### config.mk
export PLATFORM = sky130hd
export DESIGN_NAME = prog2_dm_loader
export DESIGN_NICKNAME = d
export VERILOG_FILES = /design/src/rtl/prog2_dm_loader.sv
export SDC_FILE = /design/constraint.sdc
export NUM_CORES = 1
export LEC_CHECK = 0
export BUFFER_PORTS_ARGS = -buffer_cell sky130_fd_sc_hd__buf_2
export CAP_MARGIN = 40
export CORE_ASPECT_RATIO = 1.1
export CORE_UTILIZATION = 49
export CTS_CLUSTER_SIZE = 40
export DETAILED_ROUTE_END_ITERATION = 16
export PLACE_DENSITY = 0.76
export SYNTH_ARGS = -nofsm -noshare
export SYNTH_HDL_FRONTEND = slang
export SYNTH_SLANG_ARGS = --single-unit
### constraint.sdc
create_clock -name clk -period 1.5 [get_ports clk]
set_input_delay 0.3 -clock clk [delete_from_list [all_inputs] [get_ports clk]]
set_output_delay 0.3 -clock clk [all_outputs]
set_load 0.01 [all_outputs]
### src/rtl/prog2_dm_loader.sv
// Data-memory front end for the program-2 processor: streams 64 operand bytes in, presets
// the result/scratch area, runs the processor until done, then reads back Min/Max results.
module prog2_dm_loader #(
  parameter int N_BYTES    = 64,
  parameter int MIN_ADDR   = 66,
  parameter int MEM_TOP    = 255,
  parameter int DONE_BLANK = 2
) (
  input  logic        clk,
  input  logic        reset,
  input  logic        in_valid,
  output logic        in_ready,
  input  logic [7:0]  in_data,
  output logic        dm_we,
  output logic [7:0]  dm_addr,
  output logic [7:0]  dm_wdata,
  input  logic [7:0]  dm_rdata,
  output logic        cpu_reset,
  input  logic        cpu_done,
  output logic        res_valid,
  output logic [15:0] res_min,
  output logic [15:0] res_max,
  output logic [7:0]  set_count
);

  localparam logic [7:0] LAST_BYTE = 8'(N_BYTES - 1);
  localparam logic [7:0] MIN_A     = 8'(MIN_ADDR);
  localparam logic [7:0] TOP_A     = 8'(MEM_TOP);
  localparam logic [7:0] BLANK     = 8'(DONE_BLANK);

  typedef enum logic [2:0] {
    LOAD   = 3'd0,
    CLEAR  = 3'd1,
    RUN    = 3'd2,
    READ   = 3'd3,
    REPORT = 3'd4
  } state_t;

  state_t     state;
  state_t     state_nxt;
  logic       armed;
  logic       accept;
  logic [7:0] byte_cnt;
  logic [7:0] clr_addr;
  logic [7:0] blank_cnt;
  logic [1:0] rd_idx;

  // armed keeps in_ready low until the first edge after reset release
  always_ff @(posedge clk or negedge reset) begin
    if (!reset) begin
      state <= LOAD;
      armed <= 1'b0;
    end else begin
      state <= state_nxt;
      armed <= 1'b1;
    end
  end

  always_comb begin
    state_nxt = state;
    in_ready  = 1'b0;
    accept    = 1'b0;
    dm_we     = 1'b0;
    dm_addr   = 8'd0;
    dm_wdata  = 8'd0;
    cpu_reset = 1'b1;
    res_valid = 1'b0;
    case (state)
      LOAD: begin
        in_ready = armed;
        accept   = in_valid & armed;
        dm_addr  = byte_cnt;
        if (accept) begin
          dm_we    = 1'b1;
          dm_wdata = in_data;
          if (byte_cnt == LAST_BYTE) state_nxt = CLEAR;
        end
      end
      CLEAR: begin
        dm_we    = 1'b1;
        dm_addr  = clr_addr;
        dm_wdata = (clr_addr == MIN_A || clr_addr == MIN_A + 8'd1) ? 8'hFF : 8'h00;
        if (clr_addr == TOP_A) state_nxt = RUN;
      end
      RUN: begin
        cpu_reset = 1'b0;
        if (blank_cnt == BLANK && cpu_done) state_nxt = READ;
      end
      READ: begin
        dm_addr = MIN_A + {6'd0, rd_idx};
        if (rd_idx == 2'd3) state_nxt = REPORT;
      end
      REPORT: begin
        res_valid = 1'b1;
        state_nxt = LOAD;
      end
      default: state_nxt = LOAD;
    endcase
  end

  always_ff @(posedge clk or negedge reset) begin
    if (!reset) begin
      byte_cnt  <= 8'd0;
      clr_addr  <= 8'd0;
      blank_cnt <= 8'd0;
      rd_idx    <= 2'd0;
      res_min   <= 16'd0;
      res_max   <= 16'd0;
      set_count <= 8'd0;
    end else begin
      case (state)
        LOAD: begin
          if (accept) begin
            if (byte_cnt == LAST_BYTE) begin
              byte_cnt <= 8'd0;
              clr_addr <= MIN_A;
            end else begin
              byte_cnt <= byte_cnt + 8'd1;
            end
          end
        end
        CLEAR: begin
          clr_addr <= clr_addr + 8'd1;
          if (clr_addr == TOP_A) begin
            blank_cnt <= 8'd0;
            rd_idx    <= 2'd0;
          end
        end
        RUN: begin
          if (blank_cnt != BLANK) blank_cnt <= blank_cnt + 8'd1;
        end
        READ: begin
          case (rd_idx)
            2'd0:    res_min[15:8] <= dm_rdata;
            2'd1:    res_min[7:0]  <= dm_rdata;
            2'd2:    res_max[15:8] <= dm_rdata;
            default: res_max[7:0]  <= dm_rdata;
          endcase
          rd_idx <= rd_idx + 2'd1;
          // count advances on entry to REPORT so it is current during the pulse
          if (rd_idx == 2'd3) set_count <= set_count + 8'd1;
        end
        REPORT: byte_cnt <= 8'd0;
        default: ;
      endcase
    end
  end

endmodule

==> summary.md, run 1 <==
| Metric | Value |
|---|---|
| Root Driver | clkbuf_8 |
| Main combinational cell family by area after synthesis | simple AND/OR/NAND/NOR gates |
| Clock transition at path regs | roughly 80 ps |
| Final Wtd Congestion | between 0.7 and 0.8 |
| Number of synthesized flops with an enable pin | 0 |
| Share of post-route cells with drive strength above 1 | 50.4% |
| Final Max Tran Viols | 0 |
| Status | finished, violations left |
| Placement Cell Area | 4290 um2 |
| Vias | 3039 |
| CP max-delay cell | dfrtp_2 |
| Gr ovfl total | 0 |
| Critical Path Sink Type | primary output |
| Mapped Nets | roughly 360 |
| CP Cell Sequence | nor3_4, and3_4, buf_6, nand2_1, nand2_1, buf_2 |
| PnR Total Power | around 3.9 mW |
| Largest net degree at the start of global routing | 71 |
| Most frequent cells in the layout | 77 x buf_2, 67 x dfrtp_1, 50 x buf_4 |
| Mean Syn Cell Area | ~11 um2 |
| Clock Skew | roughly 9.8 ps |
| Static leakage | approximately 2.7 nW |
| Synthesized flop and latch total | 70 |
| Fin nets | about 500 |
| Critical Path Most Common Cell | nand2_1 |
| Final setup viols | a little under 90 |
| Die height | ~91 um |
| Final HPWL DP | ~5500 um |
| Synthesized area | around 3500 um2 |
| Port Buffer Count | 79 |
| Diode count | 0 |
| Post-synthesis adder-cell area fraction | 3.89% |
| # Max-Cap Violations | 0 |
| Post-route minimum period | 1950 ps |
| Post-Route Utilization | between 70% and 80% |
| XOR/XNOR Fraction of Synth Area | ~4.5% |
| TritonCTS Buffers | 9 |
| F_max | about 510 MHz |
| Die Wd | approximately 83 um |
| Clock latency on the worst-skew pair | around 350 ps |
| Post-synthesis compound-gate area fraction | about 8.6% |
| Failing checks | setup timing |
| Number of remaining DRC errors | 0 |
| Critical Path AT | approximately 1700 ps |
| # rows | 32 |
| Avg Vias per Cell | approximately 5.5 |
| WP data required | around 1200 ps |
| Area of the core | between 7000 and 8000 um2 |
| Post-synthesis mux area share | between 10% and 20% |
| Detailed router's first-iteration violation count | 147 |
| Drt pass-1 iters | 4 |
| Period utilization | 130% |
| Seq/Total Area, Yosys | 49.5% |
| RSZ-0062 raised after global routing | yes |
| Final hold slack | 236 ps |
| Io pins | 80 |
| Max stage delay on crit path | ~460 ps |
| Type of the most critical hold path | primary input to flip-flop |
| Power per standard cell area | ~760 nW/um2 |
| Most common cell after layout, fill and taps aside | buf_2 |
| Peak supply drop | 0.600 mV |
| WP buf/inv | 2 |
| Final setup margin | -454 ps |
| Pre-CTS WS | -198 ps |
| Area of the die | 7570 um2 |
| Starting density of the core | roughly 50% |
| Antenna Nets Post-Route | 0 |
| Initial antenna violation count | 0 |
| Global-route wire length before repair | about 14000 um |
| Top_reg_cell synth | dfrtp_1 |
| Cell variety after synth | 49 |
| Asr flop ratio synth | 100% |
| Crit path launch type | flip-flop |
| Wire length per cell | between 15 and 20 um |
| WL final | about 9000 um |
| Simple-gate share of the synthesized area | between 10% and 20% |
| Final Hold Viols | 0 |
| Kind of critical path | flip-flop to primary output |
| Largest delay share family, worst path | simple AND/OR/NAND/NOR gates |
| Mapped Cells | 330 |
| GRT Total Usage | about a quarter |
| Clock Path Buffers | 2 |
| Crit Path Max Fanout | 5 |
| Syn. warnings | 0 |
| Final Instance Area | approximately 5100 um2 |
| Vias in the first global route | ~3000 |
| H-Tree Level Count | 3 |
| TritonCTS clock tree | yes |
| Num Clock Sinks | 70 |
| Layout area overhead | 43.3% |
## through the flow
| stage | instances | setup TNS, ps |
|---|---|---|
| 2_1_floorplan | 330 | -414 |
| 3_3_place_gp | 519 | -3030 |
| 3_5_place_dp | 519 | -4470 |
| 4_1_cts | 544 | -10160 |
| 5_1_grt | 557 | -18160 |
| 6_report | 557 | -13840 |
## final timing paths
path	start	end	slack [ps]	cells past startpoint
setup / recovery	state[0]	dm_wdata[6]	-450	6
hold / removal	dm_rdata[4]	res_min[4]	240	2
setup reg to reg	state[0]	byte_cnt[0]	-340	8
hold reg to reg	set_count[7]	set_count[7]	470	1
max in group asynchronous	reset	state[1]	690	3
min in group asynchronous	reset	armed	510	3
## routing by layer
layer	track usage, %	vias up	share of wire, %
li1	-	1441	-
met1	30.3	1484	43
met2	40.7	101	51
met3	4.82	13	4.6
met4	8.91	0	1.4
met5	0	-	0
## worst register-to-register path, cell delays in order (launching register included)
cell	delay [ps]
dfrtp_2	460
nor3_4	240
buf_4	150
buf_6	120
buf_4	120
buf_6	100
nand3_1	110
or3_1	350
a21oi_2	120
## cells in the mapped netlist, types with 5 or more instances
library cell   n  share of area (%)
a21oi_1       10                1.4
a22o_1         5                1.2
and3_1         9                1.6
clkbuf_1       7               0.74
dfrtp_1       70                 49
ha_1          11                3.9
inv_1          9               0.95
mux2_2        32                 10
nand2_1       35                3.7
nand3_1       19                2.7
nand4_1        9                1.6
nor2_1        26                2.8
o21ai_0       12                1.7
xnor2_1       10                2.5
xor2_1         8                2.0
## report_power, final
group | switching, mW | internal, mW
logic | 0.112 | 0.110
registers | 0.0284 | 1.93
clock network | 0.751 | 0.934
total | 0.891 | 2.97
## registers in the layout, indices dropped and copies added, names as in the netlist
register and flops:
armed 1, blank_cnt 8, byte_cnt 8, clr_addr 8, rd_idx 2, res_max 16
res_min 16, set_count 8, state 3
## kinds of logic (layout without fill, tap and decap cells)
group                      count (synthesis)  in the layout
muxes                                     36             36
and+or+nand+nor                          124            124
buffers and inverters                     24            166
adders and majority gates                 11             11
other                                      1              1
DFF                                       70             70
AOI/OAI and AO/OA                         46             46
xor gates and xnor gates                  18             18
## timing repair
item                                   CTS  global route
cloned                                   1             0
hold buffers                             1             0
setup endpoints to repair               77            85
endpoints found under the hold margin   70             0
setup buffers                            9            15
pin swaps                               21            19
resized for setup                       65            41
## layout make-up
class / instances / area, um2
fillers: 466 / 1930
clock buffers: 10 / 128
inverters: 9 / 33.8
flip-flops and latches: 70 / 1760
repair buffers: 141 / 938
well taps: 85 / 106
clock inverters: 6 / 86.3
multi-input cells: 236 / 2030
(Power assumes the default switching activity.)
==> run 2: changes to the inputs <==
Settings changed: BUFFER_PORTS_ARGS -buffer_cell sky130_fd_sc_hd__buf_2 to not set, CORE_UTILIZATION 49 to 57, DONT_BUFFER_PORTS set to 1, PLACE_DENSITY 0.76 to 0.75.
==> run 2 against run 1 <==
Against the previous run: the run ends with hold timing, setup timing left; global-route usage increased by 3.1 points; fmax increased by 3.2%; count of clock-buffer cells in the layout increased by 1; power decreased by 3.4%; clock skew about the same; die area decreased by 14%; register-to-register slack improved by 110 ps; via count decreased by 5.8%; clock power about the same; sequential share of layout area increased by 2.3 points; largest power group unchanged.
==> summary.md, run 2 (synthesis gave the netlist of run 1 again) <==
| Metric | Value |
|---|---|
| Status | finished, violations left |
| Failing checks | hold timing, setup timing |
| Critical Path AT | 1590 ps (-60 ps) |
| Area of the die | 6530 um2 (-14%) |
| Register Area | 1760 um2 (unchanged) |
| P_sw | 0.784 mW (-12%) |
| Starting density of the core | 60.2% (+9.7 points) |
| Port Buffer Count | 0 (-100%) |
| Diode count | 0 (unchanged) |
| Met2 routed WL | 4590 um (-0.63%) |
| PnR Total Power | 3.73 mW (-3.4%) |
| GRT Total Usage | 27.1% (+3.1 points) |
| Wire length per cell | 18.4 um (+13%) |
| Number of remaining DRC errors | 0 (unchanged) |
| Power per standard cell area | 786 nW/um2 (+3.1%) |
| WL final | 8790 um (-2.9%) |
| Largest regs | res_max x16, res_min x16 |
| Post-route minimum period | 1890 ps (-60.2 ps) |
| Internal | 2.95 mW (-0.84%) |
| Avg Vias per Cell | 5.99 (+9.7%) |
| H-Tree Level Count | 3 (unchanged) |
| Register share of total power | 53.2% (+2.5 points) |
| Routed length on met1 | 3440 um (-11%) |
| Final setup margin | -394 ps (+60.2 ps) |
| Logic pwr share | 1.2% (-4.6 points) |
| Fin nets | 427 (-14%) |
| Area of the multi-input gates | 2000 um2 (-1.5%) |
| Switching share of power | 21.0% (-2.1 points) |
| Largest net degree at the start of global routing | 71 (unchanged) |
| Num Clock Sinks | 70 (unchanged) |
| WP data required | 1200 ps (about the same) |
| Final HPWL DP | 5220 um (-4.3%) |
| Vias in the first global route | 2778 (-6.1%) |
| Area of the core | 5880 um2 (-16%) |
| Clock Skew | 9.31 ps (-0.453 ps) |
| Die Wd | 77.2 um (-7.1%) |
| Placement Cell Area | 3920 um2 (-8.6%) |
| Static leakage | 2.24 nW (-16%) |
| # Max-Cap Violations | 0 (unchanged) |
| Crit Path Max Fanout | 8 (+3) |
| Most frequent cells in the layout | 67 x dfrtp_1, 47 x buf_4, 32 x mux2_2 |
| Period utilization | 126% (-4.0 points) |
| Final hold slack | -353 ps (-589 ps) |
| Type of the most critical hold path | primary input to asynchronous set/reset pin |
| Gr ovfl total | 0 (unchanged) |
| Root Driver | clkbuf_8 |
| Detailed router's first-iteration violation count | 129 (-12%) |
| Final setup viols | 84 (-3.4%) |
| Final setup TNS | -13050 ps (+788 ps) |
| Layout area overhead | 34.2% |
| Final Wtd Congestion | 0.858 (+9.0%) |
| F_max | 528 MHz (+3.2%) |
| Initial antenna violation count | 0 (unchanged) |
| Share of post-route cells with drive strength above 1 | 44.1% (-6.3 points) |
| Kind of critical path | flip-flop to primary output |
| RSZ-0062 raised after global routing | yes |
| Vias | 2862 (-5.8%) |
| Post-Route Utilization | 80.9% (+8.5 points) |
| TritonCTS Buffers | 9 (unchanged) |
| Most common cell after layout, fill and taps aside | dfrtp_1 |
| Drt pass-1 iters | 4 (unchanged) |
| Filler cells | 327 (-30%) |
| Clock group share of total power | 45.6% (+2.0 points) |
| Io pins | 80 (unchanged) |
| Final Max Tran Viols | 0 (unchanged) |
| TritonCTS clock tree | yes |
| # rows | 29 (-9.4%) |
| Clock transition at path regs | 80 ps (about the same) |
| Peak supply drop | 0.692 mV (+15%) |
| Highest routed metal layer | met4 |
| Clock Path Buffers | 2 (unchanged) |
| Critical Path Sink Type | primary output |
| Antenna Nets Post-Route | 0 (unchanged) |
| Final Instance Area | 4750 um2 (-6.3%) |
| Final Hold Viols | 70 (+70) |
| Clock latency on the worst-skew pair | 340 ps (about the same) |
| Global-route wire length before repair | 13700 um (-3.8%) |
| Routed length on met3 | 558 um (+34%) |
| Crit path launch type | flip-flop |
| Die height | 84.7 um (-7.1%) |
-- run 2: cell count changes in the layout (fill, tap and decap cells not counted), moves of 2 or more --
cell / delta
buf_2: -77
mux2_2: +30
mux2_4: -30
buf_6: +8
nand2_1: -5
nand2_4: +5
a22o_1: -3
a22o_4: +3
buf_4: -3
nor2_1: +2
nor2_2: -2
-- run 2: worst max-delay path: stages (launching register included) --
cell and delay (ps):
dfrtp_2 490, buf_6 150, mux2i_2 140, o22a_1 190, nor2_2 150, buf_4 140
-- run 2: what timing repair did --
item,in CTS,in global routing
setup endpoints to repair,80,89
resized for setup,69,39
pin swaps,29,20
buffers inserted,14,12
hold endpoints to repair,70,70
-- run 2: power by group through the flow --
| stage | registers [mW] | clock network [mW] | logic [mW] |
|---|---|---|---|
| 4_1_cts | 1.99 | 1.73 | 0.0457 |
| 3_3_place_gp | 2.02 | 0 | 0.0412 |
| 3_5_place_dp | 2.02 | 0 | 0.0449 |
| 6_report | 1.99 | 1.70 | 0.0467 |
| 2_1_floorplan | 2.01 | 0 | 0.0405 |
| 5_1_grt | 1.99 | 1.81 | 0.0514 |
-- run 2: area by class of cell --
cell class	count	share of cell area [%]
Multi-Input combinational cell	236	42.0
Sequential cell	70	36.9
Clock inverter	5	1.74
Timing Repair Buffer	70	13.6
Tap cell	77	2.03
Clock buffer	11	2.97
Inverter	9	0.763
-- run 2: worst paths after layout --
| kind | from | end | slack (ps) | cells past startpoint |
|---|---|---|---|---|
| max reg2reg | state[1] | byte_cnt[0] | -230 | 7 |
| max | state[0] | dm_addr[0] | -390 | 5 |
| max in group asynchronous | reset | blank_cnt[5] | 1740 | 0 |
| min reg2reg | blank_cnt[6] | blank_cnt[6] | 510 | 1 |
| min in group clk | dm_rdata[7] | res_max[7] | 100 | 1 |
| min | reset | byte_cnt[1] | -350 | 0 |
-- run 2: metal layers --
metal / track usage [%] / vias to the layer above
met5: 0 / -
met2: 45.9 / 116
li1: - / 1295
met4: 10.6 / 0
met1: 33.2 / 1434
met3: 6.85 / 17
-- run 2: per-stage QoR --
stage          cells  hold slack, ps  setup WS [ps]
3_3_place_gp     440            5.76           -105
3_5_place_dp     440            5.64           -145
6_report         478            -353           -394
2_1_floorplan    330            4.41          -38.8
5_1_grt          478            -372           -435
4_1_cts          469            -370           -343
